--- src/rtl/mc_controller.sv ---
// ============================================================================
// Module   : mc_controller
// Brief    : Multi-cycle RV32 control FSM (Moore) driving datapath selects and
//            write strobes. Optional macro ILLEGAL_TRAP_EN adds a sticky TRAP.
// Revision : 1.0 - initial release
// ============================================================================
`default_nettype none

module mc_controller (
    input  logic       clk,
    input  logic       rst,
    input  logic [6:0] opcode,
    input  logic       zero,
    input  logic       mem_ready,
    output logic       pc_write,
    output logic       adr_src,
    output logic       mem_write,
    output logic       ir_write,
    output logic [1:0] result_src,
    output logic [1:0] alu_src_a,
    output logic [1:0] alu_src_b,
    output logic [1:0] alu_op,
    output logic       reg_write,
    output logic       illegal
);

    localparam logic [3:0] c_ST_FETCH     = 4'd0;
    localparam logic [3:0] c_ST_DECODE    = 4'd1;
    localparam logic [3:0] c_ST_MEM_ADR   = 4'd2;
    localparam logic [3:0] c_ST_MEM_READ  = 4'd3;
    localparam logic [3:0] c_ST_MEM_WB    = 4'd4;
    localparam logic [3:0] c_ST_MEM_WRITE = 4'd5;
    localparam logic [3:0] c_ST_EXEC_R    = 4'd6;
    localparam logic [3:0] c_ST_EXEC_I    = 4'd7;
    localparam logic [3:0] c_ST_LUI       = 4'd8;
    localparam logic [3:0] c_ST_ALU_WB    = 4'd9;
    localparam logic [3:0] c_ST_BRANCH    = 4'd10;
    localparam logic [3:0] c_ST_JAL       = 4'd11;
`ifdef ILLEGAL_TRAP_EN
    localparam logic [3:0] c_ST_TRAP      = 4'd12;
`endif

    localparam logic [6:0] c_OP_LOAD   = 7'b0000011;
    localparam logic [6:0] c_OP_STORE  = 7'b0100011;
    localparam logic [6:0] c_OP_R      = 7'b0110011;
    localparam logic [6:0] c_OP_I      = 7'b0010011;
    localparam logic [6:0] c_OP_BRANCH = 7'b1100011;
    localparam logic [6:0] c_OP_JAL    = 7'b1101111;
    localparam logic [6:0] c_OP_LUI    = 7'b0110111;

    logic [3:0] r_state;
    logic [3:0] w_next;
    logic       w_pc_update;
    logic       w_branch;
    logic       w_mem_write;
    logic       w_ir_write;
    logic       w_reg_write;

    always_ff @(posedge clk) begin
        if (rst) begin
            r_state <= c_ST_FETCH;
        end else begin
            r_state <= w_next;
        end
    end

    always_comb begin
        w_next = c_ST_FETCH;
        case (r_state)
            c_ST_FETCH:     w_next = mem_ready ? c_ST_DECODE : c_ST_FETCH;
            c_ST_DECODE: begin
                case (opcode)
                    c_OP_LOAD,
                    c_OP_STORE:  w_next = c_ST_MEM_ADR;
                    c_OP_R:      w_next = c_ST_EXEC_R;
                    c_OP_I:      w_next = c_ST_EXEC_I;
                    c_OP_BRANCH: w_next = c_ST_BRANCH;
                    c_OP_JAL:    w_next = c_ST_JAL;
                    c_OP_LUI:    w_next = c_ST_LUI;
`ifdef ILLEGAL_TRAP_EN
                    default:     w_next = c_ST_TRAP;
`else
                    default:     w_next = c_ST_FETCH;
`endif
                endcase
            end
            // opcode[5] separates store (0100011) from load (0000011)
            c_ST_MEM_ADR:   w_next = opcode[5] ? c_ST_MEM_WRITE : c_ST_MEM_READ;
            c_ST_MEM_READ:  w_next = mem_ready ? c_ST_MEM_WB : c_ST_MEM_READ;
            c_ST_MEM_WB:    w_next = c_ST_FETCH;
            c_ST_MEM_WRITE: w_next = mem_ready ? c_ST_FETCH : c_ST_MEM_WRITE;
            c_ST_EXEC_R,
            c_ST_EXEC_I,
            c_ST_LUI,
            c_ST_JAL:       w_next = c_ST_ALU_WB;
            c_ST_ALU_WB,
            c_ST_BRANCH:    w_next = c_ST_FETCH;
`ifdef ILLEGAL_TRAP_EN
            c_ST_TRAP:      w_next = c_ST_TRAP;
`endif
            default:        w_next = c_ST_FETCH;
        endcase
    end

    always_comb begin
        w_pc_update = 1'b0;
        w_branch    = 1'b0;
        w_mem_write = 1'b0;
        w_ir_write  = 1'b0;
        w_reg_write = 1'b0;
        adr_src     = 1'b0;
        result_src  = 2'b00;
        alu_src_a   = 2'b00;
        alu_src_b   = 2'b00;
        alu_op      = 2'b00;
        case (r_state)
            c_ST_FETCH: begin
                alu_src_b   = 2'b10;
                result_src  = 2'b10;
                w_ir_write  = mem_ready;
                w_pc_update = mem_ready;
            end
            c_ST_DECODE: begin
                alu_src_a = 2'b01;
                alu_src_b = 2'b01;
            end
            c_ST_MEM_ADR: begin
                alu_src_a = 2'b10;
                alu_src_b = 2'b01;
            end
            c_ST_MEM_READ:  adr_src = 1'b1;
            c_ST_MEM_WB: begin
                result_src  = 2'b01;
                w_reg_write = 1'b1;
            end
            c_ST_MEM_WRITE: begin
                adr_src     = 1'b1;
                w_mem_write = 1'b1;
            end
            c_ST_EXEC_R: begin
                alu_src_a = 2'b10;
                alu_op    = 2'b10;
            end
            c_ST_EXEC_I: begin
                alu_src_a = 2'b10;
                alu_src_b = 2'b01;
                alu_op    = 2'b10;
            end
            c_ST_LUI: begin
                alu_src_a = 2'b11;
                alu_src_b = 2'b01;
            end
            c_ST_ALU_WB:    w_reg_write = 1'b1;
            c_ST_BRANCH: begin
                alu_src_a = 2'b10;
                alu_op    = 2'b01;
                w_branch  = 1'b1;
            end
            c_ST_JAL: begin
                alu_src_a   = 2'b01;
                alu_src_b   = 2'b10;
                w_pc_update = 1'b1;
            end
            default: ;
        endcase
    end

    // Strobes are masked while reset is asserted so no write escapes mid-reset
    assign pc_write  = ~rst & (w_pc_update | (w_branch & zero));
    assign mem_write = ~rst & w_mem_write;
    assign ir_write  = ~rst & w_ir_write;
    assign reg_write = ~rst & w_reg_write;

`ifdef ILLEGAL_TRAP_EN
    assign illegal = (r_state == c_ST_TRAP);
`else
    assign illegal = 1'b0;
`endif

endmodule

`default_nettype wire

--- config.mk ---
export PLATFORM = sky130hd
export DESIGN_NAME = mc_controller
export DESIGN_NICKNAME = d
export VERILOG_FILES = /design/src/rtl/mc_controller.sv
export SDC_FILE = /design/constraint.sdc
export NUM_CORES = 1
export LEC_CHECK = 0
export ABC_AREA = 1
export CAP_MARGIN = 30
export CORE_MARGIN = 2
export CORE_UTILIZATION = 39
export DETAILED_ROUTE_END_ITERATION = 12
export PLACE_DENSITY = 0.78
export RECOVER_POWER = 25
export REMOVE_ABC_BUFFERS = 1
export SYNTH_ARGS = -nofsm -noshare
export SYNTH_HDL_FRONTEND = slang
export SYNTH_SLANG_ARGS = --single-unit
--- constraint.sdc ---
create_clock -name clk -period 2 [get_ports clk]
set_input_delay 0.3 -clock clk [delete_from_list [all_inputs] [get_ports clk]]
set_output_delay 0.3 -clock clk [all_outputs]
set_load 0.05 [all_outputs]
==> out/qor.txt, run 1 <==
==================================================================================
Antenna viol nets, final                                                         0
Post-layout net count                                                          135
Count of buffers from port buffering                                            23
Final routed DRC violation total                                                 0
Yosys warns                                                                      0
Routed vias/inst                                                              4.66
Most instantiated library cell after synthesis                        sky130_fd_sc_hd__nand2_1
Maximum VDD drop                                                        0.000291 V
Largest clock skew in the final design                                  0.00105 ns
Fmax achieved                                                              557 MHz
RSZ-0062 raised after global routing                                            no
Most flops, register                                                       r_state
H-Tree Depth                                                                     1
Clock-pin transition on the worst setup and hold timing paths              0.04 ns
Number of max-cap violations                                                     0
Min-Delay Path Class                                                  flop to flop
Final critical-path required period                                        1.79 ns
Crit path buf inv count                                                          2
Total via count after detailed routing                                         638
Synth async-reset ratio                                                         0%
Total global-route track usage                                               17.8%
Flip-flop count of the largest register, all copies and words added              4
Top post-synthesis cells by count                                     sky130_fd_sc_hd__nand2_1 (25), sky130_fd_sc_hd__nor2_1 (17), sky130_fd_sc_hd__inv_1 (14), sky130_fd_sc_hd__nand3_1 (12), sky130_fd_sc_hd__nor2_2 (6)
Critical path depth                                                              6
Vias in the first global route                                                 561
Cts bufs inserted                                                                3
# resized after CTS                                                              0
Core utilization of the finished layout                                      64.7%
Final setup violating endpoints                                                  0
Most area-consuming cells after synthesis                             sky130_fd_sc_hd__nand2_1 (18%), sky130_fd_sc_hd__dfxtp_1 (16%), sky130_fd_sc_hd__nor2_1 (13%)
Hold_ws                                                                   0.744 ns
Diodes inserted                                                                  0
Worst setup slack for register-to-register paths                           0.85 ns
First DRT Iteration DRCs                                                         7
WHS Endpoint                                                            r_state[3]
Maximum number of pins on one net before global-route repair                     9
Status                                                                finished, final reports clean
Startpoint kind of the worst setup timing path                                flop
Aggregate global routing overflow                                                0
Routed length per instance                                            8.75 microns
CTS tree                                                                      done
Total die area                                                        0.00161 sq mm
Global placer's final weighted congestion                                    0.886
Share of the synthesized area in the top cell type                           18.5%
Initial DRT Pass Iterations                                                      2
Largest fanout of any net on the critical path                                   4
Main flop type after synthesis                                        sky130_fd_sc_hd__dfxtp_1
Area of the mapped netlist                                               508 sq um
Post-synth EDFFs                                                                 0
Count of distinct cell types in the synthesized netlist                         18
Num Clock Sinks                                                                  4
Synth area leader                                                     sky130_fd_sc_hd__nand2_1
Element type at the critical path end                                 primary output
Floorplan Core Area                                                   0.00125 sq mm
Max-slew violation count                                                         0
Crit-path slowest cell                                                sky130_fd_sc_hd__dfxtp_1
Max Buffers Root-to-Sink                                                         2
Final HPWL DP                                                         1060 microns
Routed wire length                                                    1200 microns
Initial antenna violation count                                                  0
X dimension of the die                                                40.1 microns
Post-Place Setup Slack                                                    0.299 ns
Hold path depth                                                                  4
Final-report hold violation count                                                0
Global-route wire length before repair                                2020 microns
Chip height                                                           40.1 microns
Worst setup slack after layout                                            0.206 ns
Delay of the slowest critical-path stage                                   0.39 ns
Kind of cell adding the most delay to the critical path               simple AND/OR/NAND/NOR gates
Gate Count Post-Synth                                                           98
Length in cells of the worst reg-to-reg path                                     8
Worst reg2reg startpoint                                                r_state[1]
Critical Path AT                                                           1.49 ns
Initial cell density of the core                                             40.6%
Root cell of the clock tree                                           sky130_fd_sc_hd__clkbuf_4
Category of the most critical setup path                              flop to primary output
Ratio of total power to cell area                                      373 mW/mm^2
Layout cell share with drive strength beyond 1                               23.8%
Setup tns final                                                               0 ns
Number of buffers inserted by hold repair at cts                                 0
Top flop regs                                                           r_state x4
Number of top-level design ports                                                25
Fraction of the yosys area taken by sequential cells                         15.8%
Startpoint of the most critical hold path                               r_state[1]
Syn avg cell area                                                       5.18 sq um
Final period util                                                            89.7%
Ordered list of cells on the worst path                               inv_1 > nor2_2 > and2_2 > nand2_1 > a31oi_1 > buf_12
Number of core rows                                                             13
Post-CTS setup-driven buffer insertion count                                     0
Static Leak                                                               0.428 nW
Critical Path RT                                                           1.70 ns
Area added between synthesis and finish                                      59.6%
Reg2Reg Capture Point                                                   r_state[0]
FF+latch count, synth                                                            4
Source-to-sink clock delay at the later pin of the worst-skew pair         0.23 ns
==================================================================================
==> tightest hold or removal path, cell delays in order, from the launching register on <==
cell and delay (ns):
sky130_fd_sc_hd__dfxtp_1 0.33, sky130_fd_sc_hd__inv_2 0.09, sky130_fd_sc_hd__nor2_4 0.05, sky130_fd_sc_hd__nor2_1 0.13, sky130_fd_sc_hd__a21oi_1 0.09
==> power by group <==
part           switching [W]  total [W]  internal, W
sequential        0.00000194  0.0000839    0.0000820
clock              0.0000288  0.0000956    0.0000669
combinational      0.0000727   0.000123    0.0000501
==> cell type report <==
cell class | count | area, sq um
multi-input cells | 75 | 353
flip-flops and latches | 4 | 80.1
inverters | 17 | 63.8
well taps | 15 | 18.8
clock buffers | 3 | 22.5
fillers | 106 | 442
repair buffers | 23 | 273
==> layer usage <==
layer  track usage (%)  vias up  share of wire [%]
li1                  -      350                  -
met3              2.22        0                6.9
met1              20.1      267                 44
met4              2.59        0                  0
met5                 0        -                  0
met2              35.1       21                 49
==> how the worst max path moves through the flow <==
stage	from	slack [ns]	to
final	r_state[3]	0.21	pc_write
after global routing	r_state[3]	0.08	pc_write
after CTS	r_state[3]	0.19	pc_write
after detailed placement	mem_ready	0.30	pc_write
after global placement	mem_ready	0.33	pc_write
after floorplan	r_state[2]	-0.12	reg_write
==> cell usage in the layout, fill, tap and decap left out <==
master and n:
sky130_fd_sc_hd__clkbuf_4 3, sky130_fd_sc_hd__conb_1 1, sky130_fd_sc_hd__a21oi_1 5, sky130_fd_sc_hd__nand3_1 12
sky130_fd_sc_hd__dfxtp_1 4, sky130_fd_sc_hd__inv_1 14, sky130_fd_sc_hd__nor2_1 17, sky130_fd_sc_hd__a31oi_1 1
sky130_fd_sc_hd__clkdlybuf4s50_1 8, sky130_fd_sc_hd__inv_2 3, sky130_fd_sc_hd__buf_4 7, sky130_fd_sc_hd__a21boi_0 1
sky130_fd_sc_hd__dlygate4sd3_1 2, sky130_fd_sc_hd__nand2_1 25, sky130_fd_sc_hd__o21ai_0 2, sky130_fd_sc_hd__nor2_2 6
sky130_fd_sc_hd__and2_2 1, sky130_fd_sc_hd__nor2_4 2, sky130_fd_sc_hd__o2111ai_1 1, sky130_fd_sc_hd__buf_12 6
sky130_fd_sc_hd__nand2_2 1
==> cells by family after synthesis <==
| kind of cell | count (synthesis) | share of synthesized area (%) |
|---|---|---|
| AND/OR/NAND/NOR | 64 | 57.4 |
| buffers and inverters | 19 | 14.8 |
| AO/OA/AOI/OAI | 10 | 11.3 |
| flip-flops | 4 | 15.8 |
| other | 1 | 0.738 |
==> through the flow <==
| step | power, W | instances | cell area (sq um) |
|---|---|---|---|
| 2_1_floorplan | 0.000152 | 96 | 497 |
| 3_3_place_gp | 0.000208 | 134 | 788 |
| 3_5_place_dp | 0.000209 | 134 | 788 |
| 4_1_cts | 0.000306 | 137 | 811 |
| 5_1_grt | 0.000324 | 137 | 811 |
| 6_report | 0.000302 | 137 | 811 |
(Power assumes the default switching activity.)
==> run 2: changes to the inputs <==
--- a/config.mk
+++ b/config.mk
@@ -5,12 +5,12 @@
 export SDC_FILE = /design/constraint.sdc
 export NUM_CORES = 1
 export LEC_CHECK = 0
-export ABC_AREA = 1
+export ABC_AREA = 0
 export CAP_MARGIN = 30
 export CORE_MARGIN = 2
 export CORE_UTILIZATION = 39
 export DETAILED_ROUTE_END_ITERATION = 12
-export PLACE_DENSITY = 0.78
+export PLACE_DENSITY = 0.74
 export RECOVER_POWER = 25
 export REMOVE_ABC_BUFFERS = 1
 export SYNTH_ARGS = -nofsm -noshare
==> run 2 against run 1 <==
  * Final cell count decreased by 7.3%
  * Flip-flop and latch count stayed put
  * Synthesized cell count is 13% lower
  * Routed wire length increased by 45%
  * Cell area is 23% higher
  * Worst setup slack lost 0.084 ns
  * Via count rose by 17%
  * Critical endpoint is now alu_src_b[1]
  * Largest cell class unchanged
  * Highest routed layer is now met4
==> out/qor.txt, run 2 <==
=====================================================================================
Final instance area                                                         993 sq um
Total chip power                                                           0.000352 W
Root cell of the clock tree                                              sky130_fd_sc_hd__clkbuf_4
Share of the synthesized area in the top cell type                              13.6%
Startpoint kind of the worst setup timing path                                   flop
Status                                                                   finished, final reports clean
Post-Place Setup Slack                                                       0.253 ns
Top flop regs                                                              r_state x4
Global placer's final weighted congestion                                       0.920
Largest fanout of any net on the critical path                                      9
Count of distinct cell types in the synthesized netlist                            40
Maximum VDD drop                                                           0.000216 V
Post-CTS setup-driven buffer insertion count                                        0
Max-slew violation count                                                            0
Initial cell density of the core                                                40.5%
CTS tree                                                                         done
Max Buffers Root-to-Sink                                                            2
Min-Delay Path Class                                                     flop to flop
Number of core rows                                                                14
FF+latch count, synth                                                               4
Chip height                                                              42.9 microns
Most area-consuming cells after synthesis                                sky130_fd_sc_hd__dfxtp_1 (14%), sky130_fd_sc_hd__a21oi_1 (6.8%), sky130_fd_sc_hd__nor2_1 (6.4%)
Area of the mapped netlist                                                  589 sq um
Diodes inserted                                                                     0
Most flops, register                                                          r_state
Part of the power in combinational logic                                        45.5%
Fraction of the yosys area taken by sequential cells                            13.6%
Final critical-path required period                                           1.88 ns
Top post-synthesis cells by count                                        sky130_fd_sc_hd__nor2_1 (10), sky130_fd_sc_hd__a21oi_1 (8), sky130_fd_sc_hd__buf_2 (5), sky130_fd_sc_hd__nor3_1 (5)
X dimension of the die                                                   42.9 microns
Vias in the first global route                                                    679
Sequential share of power                                                       24.4%
Count of buffers from port buffering                                               23
Total global-route track usage                                                  19.9%
Element type at the critical path end                                    primary output
Final setup violating endpoints                                                     0
Flip-flop count of the largest register, all copies and words added                 4
Routed wire length                                                       1730 microns
Num Clock Sinks                                                                     4
Synth area leader                                                        sky130_fd_sc_hd__dfxtp_1
Final HPWL DP                                                            1370 microns
Critical path capture point                                              alu_src_b[1]
Aggregate global routing overflow                                                   0
Syn avg cell area                                                          6.93 sq um
Initial DRT Pass Iterations                                                         4
Fmax achieved                                                                 532 MHz
Clock share of power                                                            30.1%
Count of fill cells added during filler insertion                                 131
Category of the most critical setup path                                 flop to primary output
Net switching share of the total power                                          35.9%
Initial antenna violation count                                                     0
Routed length per instance                                               13.7 microns
Layout cell share with drive strength beyond 1                                  29.7%
Clock-pin transition on the worst setup and hold timing paths                 0.04 ns
Maximum number of pins on one net before global-route repair                       18
First DRT Iteration DRCs                                                           26
Final period util                                                               93.9%
Number of max-cap violations                                                        0
Source-to-sink clock delay at the later pin of the worst-skew pair            0.24 ns
Yosys warns                                                                         0
Standard cell area after detailed placement                                 966 sq um
Floorplan Core Area                                                      0.00145 sq mm
Area added between synthesis and finish                                         68.6%
Routed vias/inst                                                                 5.87
Post-layout net count                                                             124
Global-route wire length before repair                                   2800 microns
CP startpoint                                                              r_state[0]
Critical Path AT                                                              1.58 ns
Largest clock skew in the final design                                     0.00355 ns
Most instantiated library cell after synthesis                           sky130_fd_sc_hd__nor2_1
Critical Path RT                                                              1.70 ns
Main flop type after synthesis                                           sky130_fd_sc_hd__dfxtp_1
Cts bufs inserted                                                                   3
Reg2Reg Capture Point                                                      r_state[3]
Static Leak                                                                  0.377 nW
Switching power total                                                      0.000126 W
Length in cells of the worst reg-to-reg path                                        5
RSZ-0062 raised after global routing                                               no
Total die area                                                           0.00184 sq mm
Most frequent standard cell in the layout excluding fill and tap cells   sky130_fd_sc_hd__buf_12
Worst setup slack after layout                                               0.122 ns
# resized after CTS                                                                 0
Number of buffers inserted by hold repair at cts                                    0
Synth async-reset ratio                                                            0%
Number of top-level design ports                                                   25
Ratio of total power to cell area                                         354 mW/mm^2
Setup tns final                                                                  0 ns
Most frequent cells in the layout                                        sky130_fd_sc_hd__buf_12 (12), sky130_fd_sc_hd__nor2_1 (10), sky130_fd_sc_hd__clkdlybuf4s50_1 (9), sky130_fd_sc_hd__buf_4 (9), sky130_fd_sc_hd__a21oi_1 (8)
Total via count after detailed routing                                            745
Final routed DRC violation total                                                    0
H-Tree Depth                                                                        1
Total internal power                                                       0.000226 W
Antenna viol nets, final                                                            0
Worst reg2reg startpoint                                                   r_state[2]
Worst setup slack for register-to-register paths                              0.55 ns
Gate Count Post-Synth                                                              85
Final-report hold violation count                                                   0
Post-synth EDFFs                                                                    0
=====================================================================================
-- run 2: cell count changes after synthesis, sizes merged, moves of 3 or more --
cell,previous run,this run
a211oi,0,3
a21oi,5,9
buf,2,8
inv,17,3
nand2,26,4
nand2b,0,4
nand3,12,4
nand3b,0,3
nor2,25,10
nor3,0,5
nor3b,0,3
-- run 2: through the flow --
step / cells / util, % / hold slack [ns]
global placement: 124 / 66.4 / 0.830
detailed placement: 124 / 66.4 / 0.864
CTS: 127 / 68.0 / 0.827
floorplan: 77 / - / 0.475
global route: 127 / 68.3 / 0.800
finish: 127 / 68.3 / 0.774
-- run 2: layout make-up --
| type | instances | area (sq um) | area share, % |
|---|---|---|---|
| clock buffers | 3 | 22.5 | 2.27 |
| inverters | 3 | 11.3 | 1.13 |
| multi-input cells | 70 | 449 | 45.2 |
| flip-flops and latches | 4 | 82.6 | 8.31 |
| well taps | 16 | 20.0 | 2.02 |
| repair buffers | 31 | 408 | 41.1 |
-- run 2: worst min path at each step --
stage | from | to | slack (ns) | depth (start not counted)
2_1_floorplan | rst | r_state[3] | 0.47 | 2
3_3_place_gp | r_state[1] | r_state[3] | 0.83 | 3
3_5_place_dp | r_state[1] | r_state[3] | 0.86 | 3
5_1_grt | r_state[3] | r_state[0] | 0.80 | 3
4_1_cts | rst | r_state[3] | 0.83 | 3
6_report | r_state[3] | r_state[0] | 0.77 | 3
-- run 2: metal layers --
metal / track usage (%) / wire (microns) / vias up / part of all wire [%]
met3: 5.11 / 154 / 6 / 8.9
li1: - / - / 368 / -
met1: 19.8 / 687 / 324 / 40
met2: 35.5 / 849 / 47 / 49
met4: 13.8 / 42 / 0 / 2.4
met5: 0 / 0 / - / 0
-- run 2: power by group through the flow --
| stage | Sequential (W) | Clock (W) | Combinational [W] |
|---|---|---|---|
| after floorplan | 0.0000896 | 0 | 0.0000756 |
| after global placement | 0.0000871 | 0 | 0.000156 |
| after detailed placement | 0.0000873 | 0 | 0.000159 |
| after CTS | 0.0000861 | 0.000105 | 0.000160 |
| after global routing | 0.0000863 | 0.000116 | 0.000168 |
| final | 0.0000860 | 0.000106 | 0.000160 |
-- run 2: worst max-delay path: stages (launching register included) --
cell and delay (ns):
sky130_fd_sc_hd__dfxtp_1 0.37, sky130_fd_sc_hd__buf_4 0.20, sky130_fd_sc_hd__or3_1 0.34, sky130_fd_sc_hd__a21oi_1 0.25, sky130_fd_sc_hd__buf_12 0.17
-- run 2: cell families (layout without fill, tap and decap cells) --
| logic type | count (synthesis) | in the layout | synth area share [%] |
|---|---|---|---|
| AO/OA/AOI/OAI | 22 | 22 | 24.0 |
| XOR/XNOR | 1 | 1 | 1.49 |
| adder cells (fa/ha/maj) | 1 | 1 | 1.91 |
| buffers and inverters | 11 | 37 | 10.6 |
| flip-flops | 4 | 4 | 13.6 |
| multiplexers | 1 | 1 | 1.70 |
| other | 1 | 1 | 0.636 |
| AND/OR/NAND/NOR | 44 | 44 | 46.1 |
==> run 3: changes to the inputs <==
--- a/config.mk
+++ b/config.mk
@@ -10,7 +10,8 @@
 export CORE_MARGIN = 2
 export CORE_UTILIZATION = 39
 export DETAILED_ROUTE_END_ITERATION = 12
-export PLACE_DENSITY = 0.74
+export DONT_BUFFER_PORTS = 1
+export MAX_ROUTING_LAYER = met4
 export RECOVER_POWER = 25
 export REMOVE_ABC_BUFFERS = 1
 export SYNTH_ARGS = -nofsm -noshare
==> run 3 against run 2 <==
  * Utilization down 16 points
  * Flip-flop and latch count did not move
  * Clock-buffer cell count unchanged
  * Register-to-register slack got worse by 0.02 ns
  * Highest routed layer unchanged
  * First-iteration DRC count decreased by 81%
==> out/qor.txt, run 3 (synthesis gave the netlist of run 2 again) <==
=====================================================================================
Status                                                                   finished, final reports clean
Aggregate global routing overflow                                                   0
Final HPWL DP                                                            1110 microns
Vias in the first global route                                                    615
Reg2Reg Capture Point                                                      r_state[3]
Count of fill cells added during filler insertion                                 149
CTS tree                                                                         done
Maximum number of pins on one net before global-route repair                       19
Count of buffers from port buffering                                                0
Clock share of power                                                            34.7%
Final std cells w/o fill                                                          114
Max Buffers Root-to-Sink                                                            2
Part of the power in combinational logic                                        37.4%
Startpoint of the most critical hold path                                         rst
Number of max-cap violations                                                        0
Total global-route track usage                                                  17.8%
Root cell of the clock tree                                              sky130_fd_sc_hd__clkbuf_4
Net switching share of the total power                                          36.4%
First DRT Iteration DRCs                                                            5
Worst setup slack for register-to-register paths                              0.53 ns
Maximum VDD drop                                                           0.000303 V
Total area of sequential cells                                             81.3 sq um
Final-report hold violation count                                                   0
Largest fanout of any net on the critical path                                     14
WHS Endpoint                                                               r_state[3]
Num Clock Sinks                                                                     4
Total internal power                                                       0.000191 W
RSZ-0062 raised after global routing                                               no
Length in cells of the worst reg-to-reg path                                        5
Diodes inserted                                                                     0
Most frequent cells in the layout                                        sky130_fd_sc_hd__buf_4 (17), sky130_fd_sc_hd__nor2_1 (10), sky130_fd_sc_hd__a21oi_1 (8)
H-Tree Depth                                                                        1
Total via count after detailed routing                                            660
Source-to-sink clock delay at the later pin of the worst-skew pair            0.25 ns
X dimension of the die                                                   42.9 microns
Standard cell area after detailed placement                                 734 sq um
Antenna viol nets, final                                                            0
Min-Delay Path Class                                                     primary input to flop
Largest clock skew in the final design                                     0.00845 ns
Routed vias/inst                                                                 5.79
Layout cell share with drive strength beyond 1                                  35.7%
Final period util                                                               91.6%
Post-layout net count                                                             111
Category of the most critical setup path                                 flop to primary output
Global placer's final weighted congestion                                       0.897
Floorplan Core Area                                                      0.00145 sq mm
Most flops, register                                                          r_state
Routed length per instance                                               13.2 microns
Number of top-level design ports                                                   25
Critical Path AT                                                              1.53 ns
Critical Path RT                                                              1.70 ns
Number of cells after detailed placement                                          111
Fmax achieved                                                                 546 MHz
Final instance area                                                         758 sq um
Initial antenna violation count                                                     0
Post-CTS setup-driven buffer insertion count                                        0
Ordered list of cells on the worst path                                  buf_4 > nand2b_1 > nor3_1 > buf_4
Flip-flop count of the largest register, all copies and words added                 4
Delay of the slowest critical-path stage                                      0.51 ns
Routed wire length                                                       1510 microns
Ratio of total power to cell area                                         395 mW/mm^2
Final critical-path required period                                           1.83 ns
Most frequent standard cell in the layout excluding fill and tap cells   sky130_fd_sc_hd__buf_4
Core utilization of the finished layout                                         52.2%
Element type at the critical path end                                    primary output
Area added between synthesis and finish                                         28.7%
Hold path depth                                                                     2
Sequential share of power                                                       27.9%
Total chip power                                                           0.000300 W
Worst reg2reg startpoint                                                   r_state[2]
Dominant cell type by count on the critical path                         sky130_fd_sc_hd__buf_4
Combined area of the multi-input logic cells                                475 sq um
Number of core rows                                                                14
Initial cell density of the core                                                40.5%
Max-slew violation count                                                            0
Setup tns final                                                                  0 ns
Number of buffers inserted by hold repair at cts                                    0
Startpoint kind of the worst setup timing path                                   flop
Top flop regs                                                              r_state x4
Cts bufs inserted                                                                   3
Final setup violating endpoints                                                     0
Static Leak                                                                  0.290 nW
Global-route wire length before repair                                   2460 microns
Initial DRT Pass Iterations                                                         4
Final routed DRC violation total                                                    0
Crit-path slowest cell                                                   sky130_fd_sc_hd__dfxtp_1
Switching power total                                                      0.000109 W
Clock-pin transition on the worst setup and hold timing paths                 0.04 ns
Total die area                                                           0.00184 sq mm
Chip height                                                              42.9 microns
=====================================================================================
==> run 3: routing by layer <==
metal / wire length [microns] / GRT usage, % / part of all wire, % / vias up
li1: - / - / - / 339
met1: 708 / 22.1 / 47 / 290
met2: 649 / 25.8 / 43 / 26
met3: 127 / 6.81 / 8.4 / 5
met4: 25 / 6.88 / 1.7 / 0
met5: 0 / - / 0 / -
==> run 3: metrics by stage <==
| step | setup slack (ns) | hold WS, ns |
|---|---|---|
| detailed placement | 0.356 | 0.504 |
| global route | 0.0429 | 0.235 |
| finish | 0.168 | 0.242 |
| floorplan | -1.03 | 0.475 |
| global placement | 0.392 | 0.498 |
| CTS | 0.0790 | 0.242 |
==> run 3: area by class of cell <==
| type | count | share of cell area [%] |
|---|---|---|
| well taps | 16 | 2.64 |
| multi-input cells | 70 | 62.7 |
| inverters | 3 | 1.49 |
| flip-flops and latches | 4 | 10.7 |
| repair buffers | 18 | 19.5 |
| clock buffers | 3 | 2.97 |
==> run 3: timing repair <==
| item | in CTS | in global routing |
|---|---|---|
| hold endpoints to repair | 0 | 0 |
| setup endpoints to repair | 0 | 4 |
| resized for setup | 0 | 1 |
==> run 3: worst max-delay path: cells and delay by family, from the launching register on <==
| family | cells | cell delay (ns) |
|---|---|---|
| buf+inv | 2 | 0.50 |
| simple gates | 2 | 0.29 |
| flops | 1 | 0.51 |
==> run 3: worst max-delay path by stage <==
stage                     startpoint         to  slack [ns]  depth (start not counted)
after floorplan           r_state[3]   ir_write       -1.03                          2
after global placement    r_state[3]   pc_write        0.39                          3
after detailed placement  r_state[3]   pc_write        0.36                          4
after CTS                 r_state[3]   pc_write        0.08                          4
after global routing      r_state[2]  mem_write        0.04                          4
final                     r_state[2]  mem_write        0.17                          4
==> run 3: power groups by stage <==
stage / Combinational (W) / Clock [W] / Sequential (W)
5_1_grt: 0.000119 / 0.000120 / 0.0000834
2_1_floorplan: 0.0000756 / 0 / 0.0000896
4_1_cts: 0.000113 / 0.000109 / 0.0000834
3_3_place_gp: 0.000112 / 0 / 0.0000847
6_report: 0.000112 / 0.000104 / 0.0000836
3_5_place_dp: 0.000112 / 0 / 0.0000847
